==> src/rtl/cmd_wr_arbiter.sv <==
// Round-robin arbiter sharing the command-queue FIFO write port between N_REQ requesters.
// Optional build macro CMD_ARB_WB_PRIORITY_EN gives requester 0 (issuer writeback) strict priority.
module cmd_wr_arbiter #(
  parameter int N_REQ = 4,
  parameter int WIDTH = 64,
  parameter int CNT_W = 16,
  localparam int ID_W = (N_REQ > 1) ? $clog2(N_REQ) : 1
) (
  input  logic                   i_clk,
  input  logic                   i_rstn,
  input  logic [N_REQ-1:0]       i_req,
  input  logic [N_REQ*WIDTH-1:0] i_cmd,
  output logic [N_REQ-1:0]       o_ack,
  input  logic                   i_fifo_full,
  output logic                   o_wr,
  output logic [WIDTH-1:0]       o_cmd,
  output logic                   o_busy,
  output logic [ID_W-1:0]        o_grant_id,
  output logic [CNT_W-1:0]       o_wr_count
);

  typedef enum logic {IDLE, WRITE} state_t;

  state_t            state, state_nxt;
  logic [ID_W-1:0]   rr_ptr;
  logic [N_REQ-1:0]  cand;
  logic              rr_found;
  logic [ID_W-1:0]   rr_idx;
  logic [ID_W-1:0]   scan_idx;
  logic              sel_found;
  logic [ID_W-1:0]   sel_idx;
  logic [WIDTH-1:0]  sel_cmd;
  logic              take;
  logic [ID_W-1:0]   ptr_nxt;

  // Round-robin scan: first candidate at or after rr_ptr, wrapping modulo N_REQ.
  always_comb begin
    // NOTE: every combinational output gets a default first so no path leaves it unassigned (no latch).
    cand     = i_req;
    rr_found = 1'b0;
    rr_idx   = '0;
    scan_idx = '0;
`ifdef CMD_ARB_WB_PRIORITY_EN
    cand[0]  = 1'b0;
`endif
    for (int i = 0; i < N_REQ; i++) begin
      scan_idx = ID_W'((int'(rr_ptr) + i) % N_REQ);
      if (!rr_found && cand[scan_idx]) begin
        rr_found = 1'b1;
        rr_idx   = scan_idx;
      end
    end
  end

  always_comb begin
    sel_found = rr_found;
    sel_idx   = rr_idx;
`ifdef CMD_ARB_WB_PRIORITY_EN
    if (i_req[0]) begin
      sel_found = 1'b1;
      sel_idx   = '0;
    end
`endif
    sel_cmd = '0;
    for (int k = 0; k < N_REQ; k++) begin
      if (sel_idx == ID_W'(k)) sel_cmd = i_cmd[k*WIDTH +: WIDTH];
    end
  end

  assign take   = (state == IDLE) && sel_found && !i_fifo_full;
  assign o_busy = (state == WRITE);
  assign o_wr   = o_busy && !i_fifo_full;
  assign o_ack  = o_wr ? (N_REQ'(1) << o_grant_id) : '0;

  // Writeback grants leave the pointer alone so requesters 1..N_REQ-1 keep their rotation.
  always_comb begin
    ptr_nxt = rr_ptr;
`ifdef CMD_ARB_WB_PRIORITY_EN
    if (o_grant_id != '0)
`endif
      ptr_nxt = (o_grant_id == ID_W'(N_REQ - 1)) ? '0 : o_grant_id + 1'b1;
  end

  always_comb begin
    state_nxt = state;
    case (state)
      IDLE:    if (take) state_nxt = WRITE;
      WRITE:   if (!i_fifo_full) state_nxt = IDLE;
      default: state_nxt = IDLE;
    endcase
  end

  // NOTE: sequential state uses non-blocking assignments so every register samples pre-edge values.
  always_ff @(posedge i_clk or negedge i_rstn) begin
    if (!i_rstn) state <= IDLE;
    else         state <= state_nxt;
  end

  always_ff @(posedge i_clk or negedge i_rstn) begin
    if (!i_rstn) begin
      rr_ptr     <= '0;
      o_cmd      <= '0;
      o_grant_id <= '0;
      o_wr_count <= '0;
    end else begin
      if (take) begin
        o_grant_id <= sel_idx;
        o_cmd      <= sel_cmd;
      end
      if (o_wr) begin
        o_wr_count <= o_wr_count + 1'b1;
        rr_ptr     <= ptr_nxt;
      end
    end
  end

endmodule
==> config.mk <==
export PLATFORM = sky130hd
export DESIGN_NAME = cmd_wr_arbiter
export DESIGN_NICKNAME = d
export VERILOG_FILES = /design/src/rtl/cmd_wr_arbiter.sv
export SDC_FILE = /design/constraint.sdc
export NUM_CORES = 1
export LEC_CHECK = 0
export BUFFER_PORTS_ARGS = -buffer_cell sky130_fd_sc_hd__buf_2
export CAP_MARGIN = 25
export CORE_AREA = 3 3 134 136
export DETAILED_ROUTE_END_ITERATION = 8
export DIE_AREA = 0 0 137 139
export GPL_ROUTABILITY_DRIVEN = 0
export PLACE_DENSITY = 0.71
export RECOVER_POWER = 100
export SLEW_MARGIN = 15
export SYNTH_ARGS = -nofsm -noshare
export SYNTH_HDL_FRONTEND = slang
export SYNTH_SLANG_ARGS = --single-unit
export TNS_END_PERCENT = 1
==> constraint.sdc <==
create_clock -name i_clk -period 3.9 [get_ports i_clk]
set_clock_uncertainty 0.05 [all_clocks]
set_input_delay 0.39 -clock i_clk [delete_from_list [all_inputs] [get_ports i_clk]]
set_output_delay 0.39 -clock i_clk [all_outputs]
set_load 0.01 [all_outputs]
==> results of run 1 <==
==> cell type report <==
cell class / count / area, µm² / area share, %
clock buffers: 11 / 243 / 3.41
multi-input cells: 325 / 2570 / 36.1
inverters: 3 / 11.3 / 0.158
well taps: 225 / 282 / 3.95
repair buffers: 365 / 1830 / 25.7
diodes: 1 / 2.50 / 0.0351
flip-flops and latches: 85 / 2130 / 29.9
clock inverters: 5 / 60.1 / 0.843
==> worst min-delay path: cells and delay by family <==
| family | cells | cell delay, ns |
|---|---|---|
| buffers and inverters | 1 | 0.10 |
| AND/OR/NAND/NOR | 2 | 0.11 |
==> routing by layer <==
metal | vias up | wire, µm
met4 | 0 | 186
met1 | 2383 | 6420
met5 | - | 0
met2 | 213 | 8510
met3 | 15 | 1250
li1 | 2362 | -
==> cells in the mapped netlist (all sizes together) (2+ instances only) <==
library cell and n:
and2 4, nor2b 3, buf 28, xor2 4, inv 3, mux2 4, o221ai 64, nor2 5
nand4 2, a21oi 2, and3 3, nand2 73, nand3 7, xnor2 11, clkbuf 9, dfrtp 85
nand2b 3, ha 5, mux2i 128
==> how the worst max path moves through the flow <==
| stage | startpoint | endpoint | slack, ns | depth (start not counted) |
|---|---|---|---|---|
| final | rr_ptr[0] | o_cmd[51] | 1.07 | 6 |
| after global routing | i_rstn | o_cmd[19] | 0.65 | 2 |
| after CTS | rr_ptr[0] | o_cmd[27] | 1.38 | 6 |
| after detailed placement | i_req[1] | o_cmd[36] | 1.24 | 7 |
| after global placement | i_req[1] | o_cmd[27] | 1.29 | 7 |
| after floorplan | i_req[1] | o_cmd[10] | 2.20 | 8 |
==> cells by family (layout without fill, tap and decap cells) <==
family          Yosys count  in the layout
simple gates            103            103
mux                     132            132
buf+inv                  40            384
xor+xnor                 15             15
fa+ha+maj                 5              5
flops                    85             85
other cells               0              1
compound gates           70             70
==> through the flow <==
step | power, W | hold WS [ns] | cell area, µm² | setup WS, ns | cells
detailed placement | 0.00357 | 0.368 | 6900 | 1.24 | 1001
global route | 0.00464 | 0.244 | 7120 | 0.649 | 1020
finish | 0.00434 | 0.243 | 7120 | 1.07 | 1020
global placement | 0.00352 | 0.409 | 6880 | 1.29 | 1000
floorplan | 0.00279 | 0.0444 | 4960 | 2.20 | 450
CTS | 0.00447 | 0.221 | 7220 | 1.38 | 1018
==> power by group <==
group | internal [W] | switching [W] | total, W
logic | 0.000889 | 0.00108 | 0.00197
registers | 0.00125 | 0.000247 | 0.00149
clock network | 0.000516 | 0.000362 | 0.000877
==> registers in the layout (all words and copies together) (netlist names) <==
| signal | cells |
|---|---|
| o_wr_count | 16 |
| o_cmd | 64 |
| rr_ptr | 2 |
| o_grant_id | 2 |
| o_busy | 1 |
==> repair_timing <==
| item | in CTS | in global routing |
|---|---|---|
| hold endpoints to repair | 5 | 0 |
| hold buffers | 1 | 0 |
| gates resized for setup | 0 | 0 |
==> reports/summary.txt, run 1 <==
Min-Delay Path Class = input pin to flip-flop
Mean Syn Cell Area = 11.0 µm²
Die Wd = 137 µm
ys flop type = dfrtp_1
Worst Reg-to-Reg Cells = 6
asr flop ratio synth = 100%
worst-path fanout max = 36
top post-synthesis cells by area = dfrtp_1 43%, mux2i_1 26%, o221ai_1 11%
Syn Nets = 718
Synth Area in Compound Gates = 12.2%
met2 GRT Util = 29.2%
fraction of the mapped netlist area in simple logic gates = 8.95%
die height = 139 µm
IO Pins = 351
final worst path period share = 72.5%
Syn Inst Count = 450
layout cells sized above 1 = 37.3%
IO Port Bufs = 350
clk root buf = clkbuf_16
CTS tree = yes
Yosys cell types = 27
failing checks = max-capacitance violations, max-slew violations
Max Fclk = 354 MHz
power per cell area = 609 mW/mm²
Startpoint Class = flip-flop
nets = 1057
main combinational cell family by area after synthesis = multiplexers
unrepaired setup endpoints after global routing = no
post-synthesis sequential area ratio = 42.9%
final setup vio count = 0
Max Cap Viol = 2
commonest cells after routing, fill and taps aside = 262 x buf_2, 128 x mux2i_1, 90 x clkbuf_1, 85 x dfrtp_1, 73 x nand2_1
DRC = 0
setup TNS = 0 ns
Final ANT Viol Nets = 0
routed len/inst = 16.0 µm
Yosys warnings = 0
Slew Limit Fails = 40
post-DR vias/cell = 4.88
mux share of post-synthesis cell area = 26.7%
first-pass GRT wire length = 24900 µm
overall global routing resource usage = 16.2%
CP Buf/Inv Count = 1
commonest non-fill, non-tap cell in the layout = buf_2
busiest metal layer after global routing = met2
flops & latches, synth = 85
most frequent CP cell = nand2b_1
critical path, cell by cell = nand2b_1 -> a21oi_1 -> a211oi_1 -> nand2b_1 -> buf_4 -> o221ai_1
Clock Path Buffers = 2
start of the worst register-to-register path = rr_ptr[0]
status = complete, but fails checks
Detailed Route Iter0 Violations = 207
post-synth top area share = 42.9%
setup repair bufs after CTS = 0
slowest stage delay, CP = 1.04 ns
delay-heaviest family, CP = simple AND/OR/NAND/NOR gates
critical path arrival = 2.94 ns
total wire length = 16400 µm
CTS Buf Count = 9
Hold Path Sink = o_busy
worst min-delay path startpoint = i_fifo_full
Hold Vio Cnt, Final = 0
Starting Density = 29.1%
Worst path slowest cell = nand2b_1
clk slew on worst S/H paths = 0.07 ns
slew margin rel. = -60.6%
worst skew pair latency = 0.33 ns
GR Util met3 = 3.96%
Post-Synth XOR/XNOR Area = 2.65%
Static Leakage = 3.64 nW
core area = 0.0171 mm²
Area Growth Syn to Fin = 43.5%
initial antenna violation count = 1
DIE AREA = 0.0190 mm²
H-Tree Level Count = 3
Least-Margin Pin Slew = 2.41 ns
DP Wirelength = 12700 µm
via count = 4973
Worst Path Class, Setup = flip-flop to flip-flop
reg2reg end = o_cmd[51]
Worst setup EP type = flip-flop
largest net degree at the start of global routing = 68
vias in the first global route = 5020
Synth Area in Adders = 1.26%
maximum vdd drop = 261 µV
Post-synth EDFFs = 0
grt met1 use = 19.2%
min Tclk post-route = 2.83 ns
Mapped Area = 0.00496 mm²
fillcell total = 1719
hold depth = 3
Pre-antenna DRT Iters = 4
Final Util = 41.8%
cell taking the most area after synthesis = dfrtp_1
required time worst endpoint = 4.01 ns
flop2flop setup slack = 1.07 ns
Core Rows = 48
Congestion Overflow GR = 0
CTS Sinks = 85
(Power assumes the default switching activity.)
==> run 2: changes to the inputs <==
CORE_AREA = 3 3 137 139   (was 3 3 134 136)
DIE_AREA = 0 0 140 142   (was 0 0 137 139)
clock period = 2.5 ns   (was 3.9 ns; I/O delays follow)
==> reports/summary.txt, run 2 (synthesis gave the netlist of run 1 again) <==
status = finished clean
DP Wirelength = 13200 µm (+4.0%)
Biggest register = o_cmd
fin cells = 1019 (-0.098%)
setup TNS = 0 ns (unchanged)
core area = 0.0178 mm² (+4.2%)
CTS Sinks = 85 (unchanged)
Congestion Overflow GR = 0 (unchanged)
Clock Path Buffers = 2 (unchanged)
routed len/inst = 16.1 µm (+0.45%)
Die Wd = 140 µm (+2.2%)
Static Leakage = 3.63 nW (-0.36%)
commonest non-fill, non-tap cell in the layout = buf_2
Starting Density = 27.9% (-1.2 points)
largest registers = o_cmd (64), o_wr_count (16)
Max Cap Viol = 0 (-2)
Hold Vio Cnt, Final = 0 (unchanged)
final worst path period share = 86.4% (+14 points)
via count = 4929 (-0.88%)
IO Port Bufs = 350 (unchanged)
Final ANT Viol Nets = 0 (unchanged)
setup repair bufs after CTS = 0 (unchanged)
cts hold-fix bufs = 1 (unchanged)
placed insts = 1002 (+0.10%)
first-pass GRT wire length = 25200 µm (+0.99%)
Power, Total = 0.00690 W (+59%)
post-route setup slack = 0.339 ns (-0.734 ns)
vias in the first global route = 4862 (-3.1%)
fillcell total = 1778 (+3.4%)
Core Rows = 49 (+2.1%)
power per cell area = 973 mW/mm² (+60%)
Pre-antenna DRT Iters = 4 (unchanged)
Min-Delay Path Class = input pin to flip-flop
worst skew pair latency = 0.34 ns (about the same)
unrepaired setup endpoints after global routing = no
slowest stage delay, CP = 0.56 ns (-0.48 ns)
final setup vio count = 0 (unchanged)
Worst setup EP type = flip-flop
layout cells sized above 1 = 37.5% (+0.19 points)
DIE AREA = 0.0199 mm² (+4.4%)
clk slew on worst S/H paths = 0.07 ns (about the same)
max FFs per register = 64 (unchanged)
Detailed Route Iter0 Violations = 143 (-31%)
Slew Limit Fails = 0 (-100%)
commonest cells after routing, fill and taps aside = 262 x buf_2, 128 x mux2i_1, 88 x clkbuf_1, 85 x dfrtp_1, 73 x nand2_1
CTS tree = yes
DRC = 0 (unchanged)
min Tclk post-route = 2.16 ns (-0.666 ns)
CTS Buf Count = 9 (unchanged)
Area Growth Syn to Fin = 42.9%
H-Tree Level Count = 3 (unchanged)
overall global routing resource usage = 15.7% (-0.55 points)
post-DR vias/cell = 4.84 (-0.79%)
critical path, cell by cell = nand2b_1 -> nor2b_1 -> o32a_2 -> buf_6 -> mux2i_1 -> o221ai_1
Startpoint Class = flip-flop
Worst Path Class, Setup = flip-flop to flip-flop
required time worst endpoint = 2.65 ns (-1.36 ns)
slew margin rel. = 34.9% (+95 points)
pre-CTS setup slack = 0.470 ns (-0.766 ns)
total wire length = 16400 µm (+0.35%)
largest net degree at the start of global routing = 66 (-2.9%)
Worst path slowest cell = buf_6
IO Pins = 351 (unchanged)
initial antenna violation count = 0 (-1)
Hold Slack = 0.111 ns (-0.132 ns)
clk root buf = clkbuf_16
post_cts resized = 0 (unchanged)
nets = 1053 (-0.38%)
Least-Margin Pin Slew = 0.977 ns (-1.43 ns)
diodes inserted = 0 (-1)
maximum vdd drop = 357 µV (+37%)
critical path arrival = 2.31 ns (-0.63 ns)
worst-path fanout max = 64 (+78%)
die height = 142 µm (+2.2%)
Max Fclk = 463 MHz (+31%)
-- run 2: cell types whose count changed in the layout (fill, tap and decap cells not counted), sizes merged --
| cell | previous run | this run |
|---|---|---|
| buf | 274 | 269 |
| inv | 3 | 6 |
| clkinv | 3 | 1 |
| bufinv | 1 | 3 |
| diode | 1 | 0 |
| clkinvlp | 1 | 0 |
| clkbuf | 101 | 100 |
-- run 2: routing by layer --
layer  global-route usage (%)  share of wire, %
met1                     18.0                39
met2                     28.3                51
met3                     4.57               8.5
met4                     4.84               1.9
met5                        0                 0
-- run 2: final timing paths --
check,from,endpoint,slack (ns),depth (start not counted)
max in group asynchronous,i_rstn,o_cmd[21],0.57,3
max reg2reg,rr_ptr[0],o_cmd[25],0.34,6
min reg2reg,o_wr_count[15],o_wr_count[15],0.43,1
min,i_fifo_full,o_busy,0.11,3
max,rr_ptr[0],o_cmd[25],0.34,6
min in group asynchronous,i_rstn,o_cmd[54],0.55,2
-- run 2: report_power, final --
part	switching [W]	internal, W
sequential	0.000378	0.00194
clock	0.000610	0.000997
combinational	0.00168	0.00130
total	0.00266	0.00424
-- run 2: through the flow --
stage                     util [%]  area (µm²)
after global routing          39.9        7090
after floorplan                  -        4960
after global placement        38.6        6870
final                         39.9        7090
after detailed placement      38.6        6870
after CTS                     40.7        7230
-- run 2: critical path, delay by kind of cell (launching register included) --
family	cells	cell delay (ns)
AOI/OAI and AO/OA	2	0.37
buffers and inverters	1	0.56
DFF	1	0.37
muxes	1	0.33
and+or+nand+nor	2	0.26
-- run 2: final cells by class --
cell class | instances | area (µm²) | share of cell area [%]
Tap cell | 229 | 287 | 4.04
Inverter | 3 | 11.3 | 0.159
Multi-Input combinational cell | 325 | 2570 | 36.3
Timing Repair Buffer | 361 | 1740 | 24.5
Clock buffer | 9 | 225 | 3.18
Sequential cell | 85 | 2130 | 30.0
Clock inverter | 7 | 130 | 1.83
